**config.mk**
```make
export PLATFORM = sky130hd
export DESIGN_NAME = md_scoreboard
export DESIGN_NICKNAME = d
export VERILOG_FILES = /design/src/rtl/md_pkg.sv /design/src/rtl/md_hist_buf.sv /design/src/rtl/md_scoreboard.sv
export SDC_FILE = /design/constraint.sdc
export NUM_CORES = 1
export LEC_CHECK = 0
export ABC_AREA = 1
export CAP_MARGIN = 0
export CORE_ASPECT_RATIO = 2
export CORE_MARGIN = 1
export CORE_UTILIZATION = 61
export DETAILED_ROUTE_END_ITERATION = 8
export PLACE_DENSITY_LB_ADDON = 0.25
export SYNTH_ARGS = -nofsm -noshare
export SYNTH_HDL_FRONTEND = slang
export SYNTH_HIERARCHICAL = 1
export SYNTH_SLANG_ARGS = --single-unit
```
**constraint.sdc**
```tcl
create_clock -name clk -period 3.9 [get_ports clk]
set_input_delay 0.585 -clock clk [delete_from_list [all_inputs] [get_ports clk]]
set_output_delay 0.585 -clock clk [all_outputs]
set_load 0.005 [all_outputs]
```
**src/rtl/md_pkg.sv**
```systemverilog
// md_pkg: shared types and constants for the Magical Dartboard statistics slice.
//   md_state_e : report FSM states, 2-bit encoding
//   MD_SUM_W   : width of one round score, shared with the dartboard round engine
package md_pkg;

  localparam int MD_SUM_W = 7;

  typedef enum logic [1:0] {
    IDLE  = 2'd0,
    HIST  = 2'd1,
    BEST  = 2'd2,
    TOTAL = 2'd3
  } md_state_e;

endpackage

```
**src/rtl/md_hist_buf.sv**
```systemverilog
// md_hist_buf: circular history of the last DEPTH round scores.
// Ports:
//   clk, rst     : clock, asynchronous active-high reset
//   clear        : synchronous wipe of pointer and count
//   wr_en        : store wr_data at the write pointer this cycle
//   wr_data      : round score to store
//   rd_idx       : combinational read index
//   rd_data      : entry at rd_idx (forwards wr_data when reading the slot being written)
//   wr_ptr_nxt   : write pointer after this cycle's update
//   count_nxt    : saturating entry count after this cycle's update
module md_hist_buf
  import md_pkg::*;
#(
  parameter int DEPTH = 8
) (
  input  logic                     clk,
  input  logic                     rst,
  input  logic                     clear,
  input  logic                     wr_en,
  input  logic [MD_SUM_W-1:0]      wr_data,
  input  logic [$clog2(DEPTH)-1:0] rd_idx,
  output logic [MD_SUM_W-1:0]      rd_data,
  output logic [$clog2(DEPTH)-1:0] wr_ptr_nxt,
  output logic [$clog2(DEPTH):0]   count_nxt
);

  localparam int PTR_W = $clog2(DEPTH);

  logic [MD_SUM_W-1:0] mem [DEPTH];
  logic [PTR_W-1:0]    wr_ptr;
  logic [PTR_W:0]      count;

  // Pointer wraps naturally because DEPTH is a power of two; count sticks at DEPTH
  // so that once full every new round overwrites the oldest slot.
  always_comb begin
    wr_ptr_nxt = wr_ptr;
    count_nxt  = count;
    if (clear) begin
      wr_ptr_nxt = '0;
      count_nxt  = '0;
    end else if (wr_en) begin
      wr_ptr_nxt = wr_ptr + 1'b1;
      if (count != (PTR_W+1)'(DEPTH))
        count_nxt = count + 1'b1;
    end
  end

  always_ff @(posedge clk or posedge rst) begin
    if (rst) begin
      wr_ptr <= '0;
      count  <= '0;
    end else begin
      wr_ptr <= wr_ptr_nxt;
      count  <= count_nxt;
    end
  end

  // Storage needs no reset: count gates which entries are ever read.
  always_ff @(posedge clk) begin
    if (wr_en)
      mem[wr_ptr] <= wr_data;
  end

  // Write-through lets a report launched in the same cycle as a capture see that round.
  assign rd_data = (wr_en && (rd_idx == wr_ptr)) ? wr_data : mem[rd_idx];

endmodule

```
**src/rtl/md_scoreboard.sv**
```systemverilog
// md_scoreboard: round statistics and report streamer.
// Ports:
//   clk, rst   : clock, asynchronous active-high reset
//   in_valid   : round result strobe, in_sum sampled when high
//   in_sum     : round score
//   query      : report request, honoured only when idle
//   clear      : synchronous wipe of statistics and FSM, highest priority
//   out_valid  : report beat valid
//   out_data   : beat payload (history oldest-first, best, total), 0 when not valid
//   out_last   : marks the total beat
//   busy       : report in progress
//   dropped    : sticky, a round arrived while busy and was discarded
module md_scoreboard
  import md_pkg::*;
#(
  parameter int DEPTH = 8,
  parameter int TOT_W = 10
) (
  input  logic                clk,
  input  logic                rst,
  input  logic                in_valid,
  input  logic [MD_SUM_W-1:0] in_sum,
  input  logic                query,
  input  logic                clear,
  output logic                out_valid,
  output logic [TOT_W-1:0]    out_data,
  output logic                out_last,
  output logic                busy,
  output logic                dropped
);

  localparam int               PTR_W   = $clog2(DEPTH);
  localparam logic [TOT_W-1:0] TOT_MAX = '1;

  md_state_e           state, state_nxt;
  logic [PTR_W-1:0]    rd_ptr, rd_ptr_nxt, wr_ptr_nxt;
  logic [PTR_W:0]      remain, remain_nxt, count_nxt;
  logic [MD_SUM_W-1:0] best, best_nxt, rd_data;
  logic [TOT_W-1:0]    total, total_nxt;
  logic [TOT_W:0]      total_sum;
  logic                capture;
  logic                out_valid_nxt, out_last_nxt, dropped_nxt;
  logic [TOT_W-1:0]    out_data_nxt;

  // Rounds are only accepted while no report is running, so a report never sees
  // statistics change underneath it.
  assign capture = in_valid && (state == IDLE) && !clear;

  md_hist_buf #(.DEPTH(DEPTH)) u_hist (
    .clk        (clk),
    .rst        (rst),
    .clear      (clear),
    .wr_en      (capture),
    .wr_data    (in_sum),
    .rd_idx     (rd_ptr_nxt),
    .rd_data    (rd_data),
    .wr_ptr_nxt (wr_ptr_nxt),
    .count_nxt  (count_nxt)
  );

  // Best score and saturating running total.
  always_comb begin
    best_nxt  = best;
    total_nxt = total;
    total_sum = {1'b0, total} + (TOT_W+1)'(in_sum);
    if (clear) begin
      best_nxt  = '0;
      total_nxt = '0;
    end else if (capture) begin
      if (in_sum > best)
        best_nxt = in_sum;
      total_nxt = total_sum[TOT_W] ? TOT_MAX : total_sum[TOT_W-1:0];
    end
  end

  // State register: the state names the beat being presented on the outputs.
  always_ff @(posedge clk or posedge rst) begin
    if (rst) begin
      state  <= IDLE;
      rd_ptr <= '0;
      remain <= '0;
      best   <= '0;
      total  <= '0;
    end else begin
      state  <= state_nxt;
      rd_ptr <= rd_ptr_nxt;
      remain <= remain_nxt;
      best   <= best_nxt;
      total  <= total_nxt;
    end
  end

  // Next-state logic. The query uses post-capture pointer and count so a round
  // arriving with the query is part of the report; remain counts history beats
  // still to come after the current one.
  always_comb begin
    state_nxt  = state;
    rd_ptr_nxt = rd_ptr;
    remain_nxt = remain;
    if (clear) begin
      state_nxt  = IDLE;
      rd_ptr_nxt = '0;
      remain_nxt = '0;
    end else begin
      unique case (state)
        IDLE: begin
          if (query) begin
            if (count_nxt != '0) begin
              state_nxt  = HIST;
              rd_ptr_nxt = wr_ptr_nxt - count_nxt[PTR_W-1:0];
              remain_nxt = count_nxt - 1'b1;
            end else begin
              state_nxt = BEST;
            end
          end
        end
        HIST: begin
          if (remain == '0) begin
            state_nxt = BEST;
          end else begin
            rd_ptr_nxt = rd_ptr + 1'b1;
            remain_nxt = remain - 1'b1;
          end
        end
        BEST:    state_nxt = TOTAL;
        TOTAL:   state_nxt = IDLE;
        default: state_nxt = IDLE;
      endcase
    end
  end

  // Output decode from the next state, so each beat is registered in the same
  // edge that enters its state and all outputs leave flops directly.
  always_comb begin
    out_valid_nxt = (state_nxt != IDLE);
    out_last_nxt  = (state_nxt == TOTAL);
    out_data_nxt  = '0;
    unique case (state_nxt)
      HIST:    out_data_nxt = TOT_W'(rd_data);
      BEST:    out_data_nxt = TOT_W'(best_nxt);
      TOTAL:   out_data_nxt = total_nxt;
      default: out_data_nxt = '0;
    endcase
    dropped_nxt = clear ? 1'b0 : (dropped || (in_valid && (state != IDLE)));
  end

  always_ff @(posedge clk or posedge rst) begin
    if (rst) begin
      out_valid <= 1'b0;
      out_data  <= '0;
      out_last  <= 1'b0;
      busy      <= 1'b0;
      dropped   <= 1'b0;
    end else begin
      out_valid <= out_valid_nxt;
      out_data  <= out_data_nxt;
      out_last  <= out_last_nxt;
      busy      <= out_valid_nxt;
      dropped   <= dropped_nxt;
    end
  end

endmodule

```
# [Yosys cells after proc, flatten, opt, wreduce, memory -nomap -nowiden]
# Memories as Yosys holds them, arrays and structs flattened.
# Cells that the tools add are included.
# W data, S select, Z words.
[word_totals] register_bits=46 latchBits=0 mem_bits_rw=56 mem_bits_ro=0 elab_cells=75 n_memories=1
[op_classes] n_addsub=7 mul=0 div=0 n_lt_le_gt_ge=1 n_eq_ne=11 n_shift=0 muxes=31 n_bitwise=0 reduce_logical=13
[mem_list] name="u_hist.mem" words=8 width=7 rd=1 rd_ports_with_merged_regs=0 wr=1 line_no="md_hist_buf.sv:29" text="logic [MD_SUM_W-1:0] mem [DEPTH];"
[ops] op="$mux W10" n=3
[ops] op="$pmux W10 S3" n=1
[ops] op="$mux W4" n=7
[ops] op="$mux W7" n=4
[ops] op="$mux W3" n=6
[ops] op="$add A10 B7 Y11" n=1
[ops] op="$eq A2 B2 Y1 const B" n=4
[ops] op="$mux W2" n=4
[ops] op="$pmux W2 S4" n=1
[ops] op="$pmux W4 S2" n=1
[ops] op="$sub A4 B1 Y4 const B" n=2
[ops] op="$gt A7 B7 Y1" n=1
[ops] op="$add A3 B1 Y3 const B" n=2
[ops] op="$ne A3 B3 Y1 const B" n=2
[ops] op="$pmux W3 S2" n=1
[ops] op="$add A4 B1 Y4 const B" n=1
[ops] op="$eq A2 B1 Y1 const B" n=2
[ops] op="$logic_and A1 B1 Y1" n=4
[ops] op="$logic_not A4 Y1" n=1
[ops] op="$ne A4 B4 Y1 const B" n=1
[ops] op="$reduce_and A4 Y1" n=1
[ops] op="$reduce_bool A2 Y1" n=2
[ops] op="$reduce_bool A4 Y1" n=1
[ops] op="$eq A3 B3 Y1" n=1
[ops] op="other kinds (7)" n=9

# [Logic depth before layout (Yosys ltp)]
[logic_depth] word_depth=14 depth_mapped=29

# [Cells and area by module]
# The synthesis kept the hierarchy.
[by_module_without_submodules] module="md_hist_buf" n_inst=1 cells_per_inst=299 area_each_um2=2934.1 seq_area_each_um2=1856.8
[by_module_without_submodules] module="md_scoreboard" n_inst=1 cells_per_inst=356 area_each_um2=2642.5 seq_area_each_um2=975.9

# [Least setup slack after synthesis]
# No wires, ideal clock.
[synth_timing] kind="input to register" startpoint="input port clear" endpoint="register out_data[0]" t_arrival_ps=3620 t_required_ps=3775 slack_ps=155 path_stages=25 path_cell_list="buf_2 > nor2_8 > buf_2 > buf_4 > a21oi_1 > nor3_1 > ha_1 > inv_1 > fa_1 > xnor2_1 > xor2_1 > a21oi_1 > o21ai_0 > nand2_1 > inv_1 > buf_6 > inv_4 > nand2_1 > nand2_2 > nor2_4 > nand2_4 > nand3_1 > nand2_1 > nand2_1 > nand3_1"
[synth_via] elab_chain_len=13
[synth_rtl] element="start: declaration" line_no="md_scoreboard.sv:24" text="input logic clear,"
[synth_rtl] element="$logic_not A1 Y1 (*)" line_no="md_scoreboard.sv:47" text="assign capture = in_valid && (state == IDLE) && !clear;"
[synth_rtl] element="$logic_and A1 B1 Y1 (*)" line_no="md_scoreboard.sv:47"
[synth_rtl] element="via capture" line_no="md_scoreboard.sv:41" text="logic capture;"
[synth_rtl] element="$mux W4 (*)" line_no="md_hist_buf.sv:41" text="end else if (wr_en) begin"
[synth_rtl] element="$mux W4 (*)" line_no="md_hist_buf.sv:38" text="if (clear) begin"
[synth_rtl] element="via count_nxt[0]" line_no="md_scoreboard.sv:37" text="logic [PTR_W:0] remain, remain_nxt, count_nxt;"
[synth_rtl] element="$sub A3 B3 Y3 / $reduce_bool A4 Y1 (equally long branches)" line_no="md_scoreboard.sv:110, md_scoreboard.sv:108"
[synth_rtl] element="$mux W3 (*)" line_no="md_scoreboard.sv:108" text="if (count_nxt != '0) begin"
[synth_rtl] element="$mux W3 (*)" line_no="md_scoreboard.sv:107" text="if (query) begin"
[synth_rtl] element="$pmux W3 S2 (*)" line_no="md_scoreboard.sv:105" text="unique case (state)"
[synth_rtl] element="$mux W3 (*)" line_no="md_scoreboard.sv:100" text="if (clear) begin"
[synth_rtl] element="via rd_ptr_nxt[2]" line_no="md_scoreboard.sv:36" text="logic [PTR_W-1:0] rd_ptr, rd_ptr_nxt, wr_ptr_nxt;"
[synth_rtl] element="branches (longest 2 deep; another with $mem_v2 Z8 W7)"
[synth_rtl] element="$mux W7 (*)" line_no="md_hist_buf.sv:65" text="assign rd_data = (wr_en && (rd_idx == wr_ptr)) ? wr_data : mem[rd_idx];"
[synth_rtl] element="via rd_data[0]" line_no="md_scoreboard.sv:38" text="logic [MD_SUM_W-1:0] best, best_nxt, rd_data;"
[synth_rtl] element="$pmux W10 S3 (*)" line_no="md_scoreboard.sv:138" text="unique case (state_nxt)"
[synth_rtl] element="via out_data_nxt[0]" line_no="md_scoreboard.sv:43" text="logic [TOT_W-1:0] out_data_nxt;"
[synth_rtl] element="end signal: assignment" line_no="md_scoreboard.sv:156" text="out_data <= out_data_nxt;"
[synth_rtl] element="end: declaration" line_no="md_scoreboard.sv:26" text="output logic [TOT_W-1:0] out_data,"
# Mark *: on every way through the listed nets, which the timed path passes.
# A chain may end at the register's enable or synchronous reset.

# [Worst setup path in the final report]
[layout_timing] startpoint="input port in_valid" endpoint="register out_data[4]"
[layout_via] elab_chain_len=13
[layout_rtl] element="start: declaration" line_no="md_scoreboard.sv:21" text="input logic in_valid,"
[layout_rtl] element="$logic_and A1 B1 Y1 (*) (2 in a row)" line_no="md_scoreboard.sv:47"
[layout_rtl] element="$mux W4 (*)" line_no="md_hist_buf.sv:41"
[layout_rtl] element="$mux W4 (*)" line_no="md_hist_buf.sv:38"
[layout_rtl] element="via count_nxt[0]" line_no="md_scoreboard.sv:37"
[layout_rtl] element="$sub A3 B3 Y3 / $reduce_bool A4 Y1 (equally long branches)" line_no="md_scoreboard.sv:110, md_scoreboard.sv:108"
[layout_rtl] element="$mux W3 (*)" line_no="md_scoreboard.sv:108"
[layout_rtl] element="$mux W3 (*)" line_no="md_scoreboard.sv:107"
[layout_rtl] element="$pmux W3 S2 (*)" line_no="md_scoreboard.sv:105"
[layout_rtl] element="$mux W3 (*)" line_no="md_scoreboard.sv:100"
[layout_rtl] element="via rd_ptr_nxt[2]" line_no="md_scoreboard.sv:36"
[layout_rtl] element="branches (longest 2 deep; another with $mem_v2 Z8 W7)"
[layout_rtl] element="$mux W7 (*)" line_no="md_hist_buf.sv:65"
[layout_rtl] element="via rd_data[4]" line_no="md_scoreboard.sv:38"
[layout_rtl] element="$pmux W10 S3 (*)" line_no="md_scoreboard.sv:138"
[layout_rtl] element="via out_data_nxt[4]" line_no="md_scoreboard.sv:43"
# Marks and branches as above.

==> results_dict.tcl <==
set metrics [dict create \
    status "complete, no violations" \
    crit_path_end_kind "register" \
    cap_violations 0 \
    peakVddDrop_v 0.0003893 \
    ys_types 39 \
    core_area_um2 8951 \
    ys_seq_area_frac 0.5080 \
    reg2reg_to "out_data[4]$_DFF_PP0_" \
    startpoint_type "primary input" \
    rows 49 \
    drt_iter0_drc 341 \
    nets 722 \
    synth_area_leaders "edfxtp_1, dfrtp_1, nand2_1" \
    start_util 0.6230 \
    final.setup.tns_ns 0 \
    power.total_mw 3.450 \
    reg2regPathDepth 24 \
    synth_nets 689 \
    layout_min_cycle_time_ns 3.710 \
    required_ns 4.18 \
    clk_path_buf_depth 2 \
    grt_overflow 0 \
    cts_tree "done" \
    cts_setup_buffers 0 \
    p_per_area_nw_per_um2 552.9 \
    dp_hpwl_um 9863 \
    rrSetupSlack_ns 0.33 \
    firstDrtPassIters 5 \
    grt_pass1_vias 4581 \
    tightest_slew_ns 0.8337 \
    maxSlewHeadroom 0.4422 \
    p_leak_nw 3.076 \
    netlist_instances 655 \
    die-width_um 69.61 \
    post_drt_via_cell_ratio 5.714 \
    clkTransAtPathRegs_ns 0.07 \
    post_cts_resized 0 \
    cts.sinks 102 \
    final_cell_mix "nand2_1, inv_1, nand3_1" \
    finalHoldViolCount 0 \
    wl_um 13460 \
    track_usage 0.2984 \
    numCtsBuffers 9 \
    grt_antenna_before_repair 0 \
    grt_max_degree 40 \
    ctsHoldBuffers 0 \
    setup_violations 0 \
    fillers 687 \
    syn_area_um2 5577 \
    ant_nets 0 \
    detailroute.via_count 4543 \
    syn_avg_cell_area_um2 8.514 \
    grt_pass1_wl_um 21650 \
    critPathMaxFanout 8 \
    holdCritPathClass "primary input to asynchronous set/reset pin" \
    wl_per_cell_um 16.93 \
    cp.arrival_ns 3.99 \
    path_class "primary input to register" \
    io_pins 26 \
    period_share 0.9513 \
    dieArea_um2 9552 \
    htreeDepth 3 \
    die_y_um 137.2 \
    gp_congestion 0.8961 \
    finalClockSkew_ns 0.005236 \
    drv_slew 0 \
    worstSkewPairLatency_ns 0.34 \
    syn_to_final_growth_pct 11.91 \
    cts-root-buf "clkbuf_16" \
    fmaxAchievable_mhz 269.5 \
    portBuffers 25 \
    r2r-start "state[1]$_DFF_PP0_" \
    cp-endpoint "out_data[4]$_DFF_PP0_" \
    n_antenna_cell 0 \
    synth_warnings 6 \
    drive_gt1_frac 0.08658 \
    drc 0 \
    synth_top_area_cell "edfxtp_1" \
    crit_start "in_valid" \
    synth_top_area_share 0.3015 \
    synth-seq-cells 102 \
    final_common_cell "nand2_1" \
]
[per-stage QoR]
stage / std cells / utilization / worst slack [ns] / cell area (um^2) / hold WS (ns)
final: 795 / 0.6972 / 0.1898 / 6241 / 0.5132
after CTS: 795 / 0.6964 / 0.2702 / 6233 / 0.5139
after detailed placement: 779 / 0.6648 / -0.02371 / 5951 / 0.5047
after global routing: 795 / 0.6972 / -0.08691 / 6241 / 0.5482
after floorplan: 655 / - / 0.1547 / 5577 / 0.3884
after global placement: 779 / 0.6648 / 0.1130 / 5951 / 0.5000
[synthesized netlist by cell type]
cell and n:
edfxtp_1 56, a211oi_1 1, nand2_1 202, a21boi_0 4, xnor2_1 2, buf_2 4, buf_6 5, inv_2 8
nand2_2 4, nor2_1 29, a21oi_1 17, inv_1 105, o21bai_2 1, o22ai_2 1, xor2_1 5, nor3_1 5
nand3b_1 4, nor2_4 3, nor2_2 3, fa_1 2, a31oi_1 1, o21ai_0 10, o21ai_1 1, and3_1 7
buf_1 1, clkbuf_1 1, ha_1 20, nand3_4 1, buf_4 6, nor2_8 2, o22ai_1 3, inv_4 2
or2_1 1, o21ai_2 1, nand3_1 72, dfrtp_1 46, or2_2 1, nand2_4 1, nand4_1 17
[critical path: stages]
cell and delay [ns]:
clkdlybuf4s50_1 0.50, nand2_2 0.12, nor2_8 0.17, a21oi_1 0.10, nor3_1 0.28, ha_1 0.23, inv_1 0.07, fa_1 0.39
xnor2_1 0.19, xor2_1 0.16, a21oi_1 0.07, o21ai_0 0.07, nand2_1 0.07, inv_1 0.15, inv_4 0.04, nand2_1 0.08
nand2_2 0.07, nor2_4 0.12, nand2_4 0.10, inv_4 0.11, nand2_1 0.06, nand2_1 0.10, nand2_1 0.06, nand3_1 0.09
[cells by family (layout without fill, tap and decap cells)]
| logic type | count (synthesis) | after routing | share of synthesized area |
|---|---|---|---|
| AND/OR/NAND/NOR | 352 | 352 | 0.2854 |
| adder cells (fa/ha/maj) | 22 | 22 | 0.05205 |
| AO/OA/AOI/OAI | 40 | 40 | 0.04218 |
| buffers and inverters | 132 | 170 | 0.1014 |
| flip-flops | 102 | 102 | 0.5080 |
| XOR/XNOR | 7 | 7 | 0.01099 |
[area by class of cell]
cell class,count,area (um^2),area share
Timing Repair Buffer,39,371.6,0.05954
Clock inverter,6,43.79,0.007017
Sequential cell,102,2833,0.4539
Tap cell,102,127.6,0.02045
Inverter,115,436.7,0.06997
Multi-Input combinational cell,421,2190,0.3508
Clock buffer,10,239.0,0.03829
[worst min path at each step]
stage,startpoint,end,slack (ns),cells past startpoint
detailed placement,dropped$_DFF_PP0_,dropped$_DFF_PP0_,0.50,2
global route,rst,u_hist/count[3]$_DFF_PP0_,0.55,2
global placement,dropped$_DFF_PP0_,dropped$_DFF_PP0_,0.50,2
finish,rst,u_hist/wr_ptr[2]$_DFF_PP0_,0.51,2
CTS,rst,u_hist/count[3]$_DFF_PP0_,0.51,2
floorplan,rst,u_hist/count[0]$_DFF_PP0_,0.39,1
[power breakdown]
| group | switching [mW] | total [mW] | internal, mW |
|---|---|---|---|
| Sequential | 0.0739 | 1.33 | 1.26 |
| Clock | 0.401 | 0.854 | 0.454 |
| Combinational | 0.804 | 1.27 | 0.461 |
[registers in the layout, summed over array words and instances, names as in the netlist]
register	flops
u_hist/mem	56
u_hist/count	4
rd_ptr	3
out_last	1
busy	1
best	7
remain	4
state	2
dropped	1
u_hist/wr_ptr	3
total	10
out_data	10
[per-layer routing]
metal  vias to the layer above  share of wire  track usage
met5                         -              0            0
met4                         0          0.037       0.1467
met3                        41          0.040      0.04389
met2                       159           0.57       0.5906
met1                      2172           0.35       0.2966
li1                       2171              -            -
Power figures use the tool's default switching activity.
==> patch 1, RTL diff (same flow settings) <==
Change the package constant `MD_SUM_W` from 7 to 14.
--- a/src/rtl/md_pkg.sv
+++ b/src/rtl/md_pkg.sv
@@ -5,3 +5,3 @@
 
-  localparam int MD_SUM_W = 7;
+  localparam int MD_SUM_W = 14;
 
Interface: changed (resized in_sum); port bits go from 26 to 33. The function was not compared with the original's and may differ.
==> patch 1 against the original RTL <==
  * Power up 53%
  * Cell area up 35%
  * Sequential cell count up 31
  * Sequential power up 32%
  * Clock skew up 0.0038 ns
  * Count of clock-buffer cells in the layout up 9
  * Combinational power up 42%
  * Die area up 30%
  * Wire length up 38%
  * Synthesized area up 30%
  * Sequential share of layout area down 1.1 points
  * Setup slack better by 0.12 ns
  * Clock power up 99%
  * Critical path type unchanged
  * Critical endpoint is now out_data[5]$_DFF_PP0_
==> patch 1: results (changes against the original RTL) <==
status=finished, final reports clean (unchanged); first-pass GRT wire length=29350 µm (was 21650 µm); Peak VDD IR=0.4772 mV (was 0.3893 mV); pre-CTS WS=0.03915 ns (was -0.02371 ns); WHS=0.4559 ns (was 0.5132 ns); # H-tree levels=4 (was 3); Largest regs=u_hist/mem x80, best x14 (was u_hist/mem x56, out_data x10, total x10); Mapped Nets=929 (was 689); CP Data Arrival Time=3.87 ns (was 3.99 ns); family with the most delay on the worst path=buffers and inverters (was simple AND/OR/NAND/NOR gates); Clock Latency Late Sink=0.42 ns (was 0.34 ns); reg2reg path depth=22 (was 24); Period minus WS final=3.595 ns (was 3.710 ns); vias in the first global route=6174 (was 4581); Worst path max stage delay=0.56 ns (was 0.50 ns); cts bufs inserted=17 (was 9); DRT Wirelength=18540 µm (was 13460 µm); clock buffer depth=2 (unchanged); Final nets=970 (was 722); Reg-to-Reg Start=state[0]$_DFF_PP0_ (was state[1]$_DFF_PP0_); IO Port Bufs=32 (was 25); Routed WL per cell=17.21 µm (was 16.93 µm); largest net degree at the start of global routing=47 (was 40); fillers=914 (was 687); RD Place Congestion=0.9328 (was 0.8961); R2R Setup Slk=0.41 ns (was 0.33 ns); clock skew=0.009080 ns (was 0.005236 ns); leak pwr=4.097 nW (was 3.076 nW); CP max FO=31 (was 8); vias=6101 (was 4543); Mapped Cells=878 (was 655); 1st-iter DRT viols=489 (was 341); Slew @ Worst Pin=1.164 ns (was 0.8337 ns)
==> patch 1: cell type report <==
class                   count  share of cell area, %
clock buffers              19                  5.144
flip-flops and latches    133                  44.31
repair buffers             58                  6.423
clock inverters            13                  2.334
well taps                 145                  2.156
multi-input cells         564                  33.14
inverters                 145                  6.497
==> patch 1: per-stage QoR <==
step / power (mW) / cell area, µm²
2_1_floorplan: 2.982 / 7272
3_3_place_gp: 3.483 / 7786
3_5_place_dp: 3.544 / 7786
4_1_cts: 5.253 / 8416
5_1_grt: 5.538 / 8416
6_report: 5.263 / 8416
==> patch 1: where the power goes <==
| part | total [mW] | leakage [nW] | switching [mW] | internal (mW) |
|---|---|---|---|---|
| clock network | 1.70 | 0.299 | 0.616 | 1.08 |
| registers | 1.76 | 1.43 | 0.103 | 1.66 |
| logic | 1.80 | 2.37 | 1.15 | 0.654 |
==> patch 1: routing by layer <==
| layer | part of all wire [%] | global-route usage (%) |
|---|---|---|
| met1 | 35 | 32.51 |
| met2 | 53 | 56.61 |
| met3 | 4.9 | 6.939 |
| met4 | 7.1 | 22.86 |
| met5 | 0 | 0 |
==> patch 1: how the worst max path moves through the flow <==
stage	cells past startpoint	start	endpoint
finish	22	in_valid	out_data[5]$_DFF_PP0_
global route	22	in_valid	out_data[5]$_DFF_PP0_
CTS	22	in_valid	out_data[5]$_DFF_PP0_
detailed placement	22	in_valid	out_data[6]$_DFF_PP0_
global placement	25	clear	out_data[2]$_DFF_PP0_
floorplan	25	clear	out_data[9]$_DFF_PP0_
==> patch 2, RTL diff (config.mk and constraints unchanged) <==
Without the edit above. Put one more register stage on the output `out_data`, cleared by the reset. The value now appears one clock later. The other outputs are not delayed to match.
--- a/src/rtl/md_scoreboard.sv
+++ b/src/rtl/md_scoreboard.sv
@@ -33,2 +33,4 @@
   localparam logic [TOT_W-1:0] TOT_MAX = '1;
+
+  logic [TOT_W-1:0] out_data_s0;
 
@@ -149,3 +151,3 @@
       out_valid <= 1'b0;
-      out_data  <= '0;
+      out_data_s0 <= '0;
       out_last  <= 1'b0;
@@ -155,3 +157,3 @@
       out_valid <= out_valid_nxt;
-      out_data  <= out_data_nxt;
+      out_data_s0 <= out_data_nxt;
       out_last  <= out_last_nxt;
@@ -162,2 +164,10 @@
 
+  always_ff @(posedge clk or posedge rst) begin
+    if (rst) begin
+      out_data <= '0;
+    end else begin
+      out_data <= out_data_s0;
+    end
+  end
+
 endmodule
Function: changed (Yosys sat finds a counterexample within 4 cycles, from zero or initial values and one cycle with rst high).
==> patch 2 against the original RTL <==
  * The flow now finishes with violations (DRC)
  * Clock power grew 4.1%
  * Via count grew 1.0%
  * Register-to-register slack gained 0.10 ns
  * Final cell count grew 1.8%
  * Synthesized area grew 5.3%
  * Cell area grew 5.0%
  * Wire length shrank 0.19%
  * Setup slack gained 0.17 ns
  * Count of clock-buffer cells in the layout grew 1
  * Sequential share of layout area grew 1.7 points
  * Power grew 5.7%
  * Sequential cell count grew 10
  * Critical path type unchanged
==> patch 2: results (changes against the original RTL) <==
Routed met1 length=4823 µm (was 4761 µm); pre-CTS WS=0.004186 ns (was -0.02371 ns); post-CTS sizing=0 (unchanged); clock network power share=24.4% (was 24.8%); CLK BUF=11 (was 10); synth top area cells=edfxtp_1 (29%), dfrtp_1 (24%), nand2_1 (13%) (was edfxtp_1 (30%), dfrtp_1 (21%), nand2_1 (14%)); Remaining DRCs=1 (was 0); GR Util met3=3.574% (was 4.389%); Met2 Wirelength=7425 µm (was 7658 µm); Final nets=734 (was 722); Hold WC Path Type=register to register (was primary input to async pin); leak pwr=3.246 nW (was 3.076 nW); Clock Latency Late Sink=0.34 ns (about the same); grt met2 use=53.58% (was 59.06%); sequential power=1.48 mW (was 1.33 mW); CP max FO=9 (was 8); Post-CTS Setup Bufs=0 (unchanged); router iterations before antenna repair=8 (was 5); first-pass GRT wire length=21480 µm (was 21650 µm); die width=71.39 µm (was 69.61 µm); Worst path max stage delay=0.49 ns; Switching Share=35.94% (was 37.06%); Post-synth top cells=nand2_1 (196), inv_1 (104), nand3_1 (71) (was nand2_1 (202), inv_1 (105), nand3_1 (72)); met1 GRT Util=28.51% (was 29.66%); Routed WL per cell=16.61 µm (was 16.93 µm); Mapped Nets=700 (was 689); clock skew=0.007904 ns (was 0.005236 ns); largest net degree at the start of global routing=50 (was 40); placed cells=793 (was 779); share of cells above drive strength 1=9.645% (was 8.658%); ys async rst share=50.00% (was 45.10%); inverter count=116 (was 115); bufs w/o clock=40 (was 39); area grow syn2layout=11.57% (was 11.91%); 1st-iter DRT viols=314 (was 341); # H-tree levels=3 (unchanged); status=finished with violations (was finished, final reports clean); Pwr per Cell Area=556.7 nW/µm² (was 552.9 nW/µm²); slew margin rel.=28.80% (was 44.22%); routed wl met3=520 µm (was 538 µm); fraction of area in registers=47.04% (was 45.39%); post-synthesis sequential area ratio=52.48% (was 50.80%); Peak VDD IR=0.5001 mV (was 0.3893 mV); Final HPWL DP=9911 µm (was 9863 µm); failing checks=DRC; Mapped Cells=666 (was 655); NonClk Buf Share=5.918% (was 5.954%); total track usage=28.46% (was 29.84%); vias=4589 (was 4543); Cell variety after synth=40 (was 39); ClkCell Share=4.410% (was 4.531%); Avg Vias per Cell=5.672 (was 5.714); sequential cell count=112 (was 102); RD Place Congestion=0.9269 (was 0.8961); multi-input gate share of total cell area=33.89% (was 35.08%); clock buffer depth=2 (unchanged); Placed Area=6265 µm² (was 5951 µm²); fillers=719 (was 687); most common cell after layout, fill and taps aside=nand2_1 (unchanged)
==> patch 2: worst paths after layout <==
path	slack [ns]	endpoint	startpoint	depth (start not counted)
min in group asynchronous	0.52	u_hist/wr_ptr[1]$_DFF_PP0_	rst	2
worst max register to register	0.43	out_data_s0[5]$_DFF_PP0_	state[0]$_DFF_PP0_	24
worst max-delay path	0.36	out_data_s0[5]$_DFF_PP0_	in_valid	24
worst min-delay path	0.36	out_data[8]$_DFF_PP0_	out_data_s0[8]$_DFF_PP0_	0
max in group asynchronous	2.38	out_data[4]$_DFF_PP0_	rst	2
worst min register to register	0.36	out_data[8]$_DFF_PP0_	out_data_s0[8]$_DFF_PP0_	0
==> patch 2: cells by family (layout without fill, tap and decap cells) <==
group,after synthesis,in the layout,share of synthesized area [%]
adders and majority gates,22,22,4.941
AOI/OAI and AO/OA,40,40,3.962
DFF,112,112,52.48
buffers and inverters,133,172,9.840
and+or+nand+nor,352,352,27.73
xor gates and xnor gates,7,7,1.044
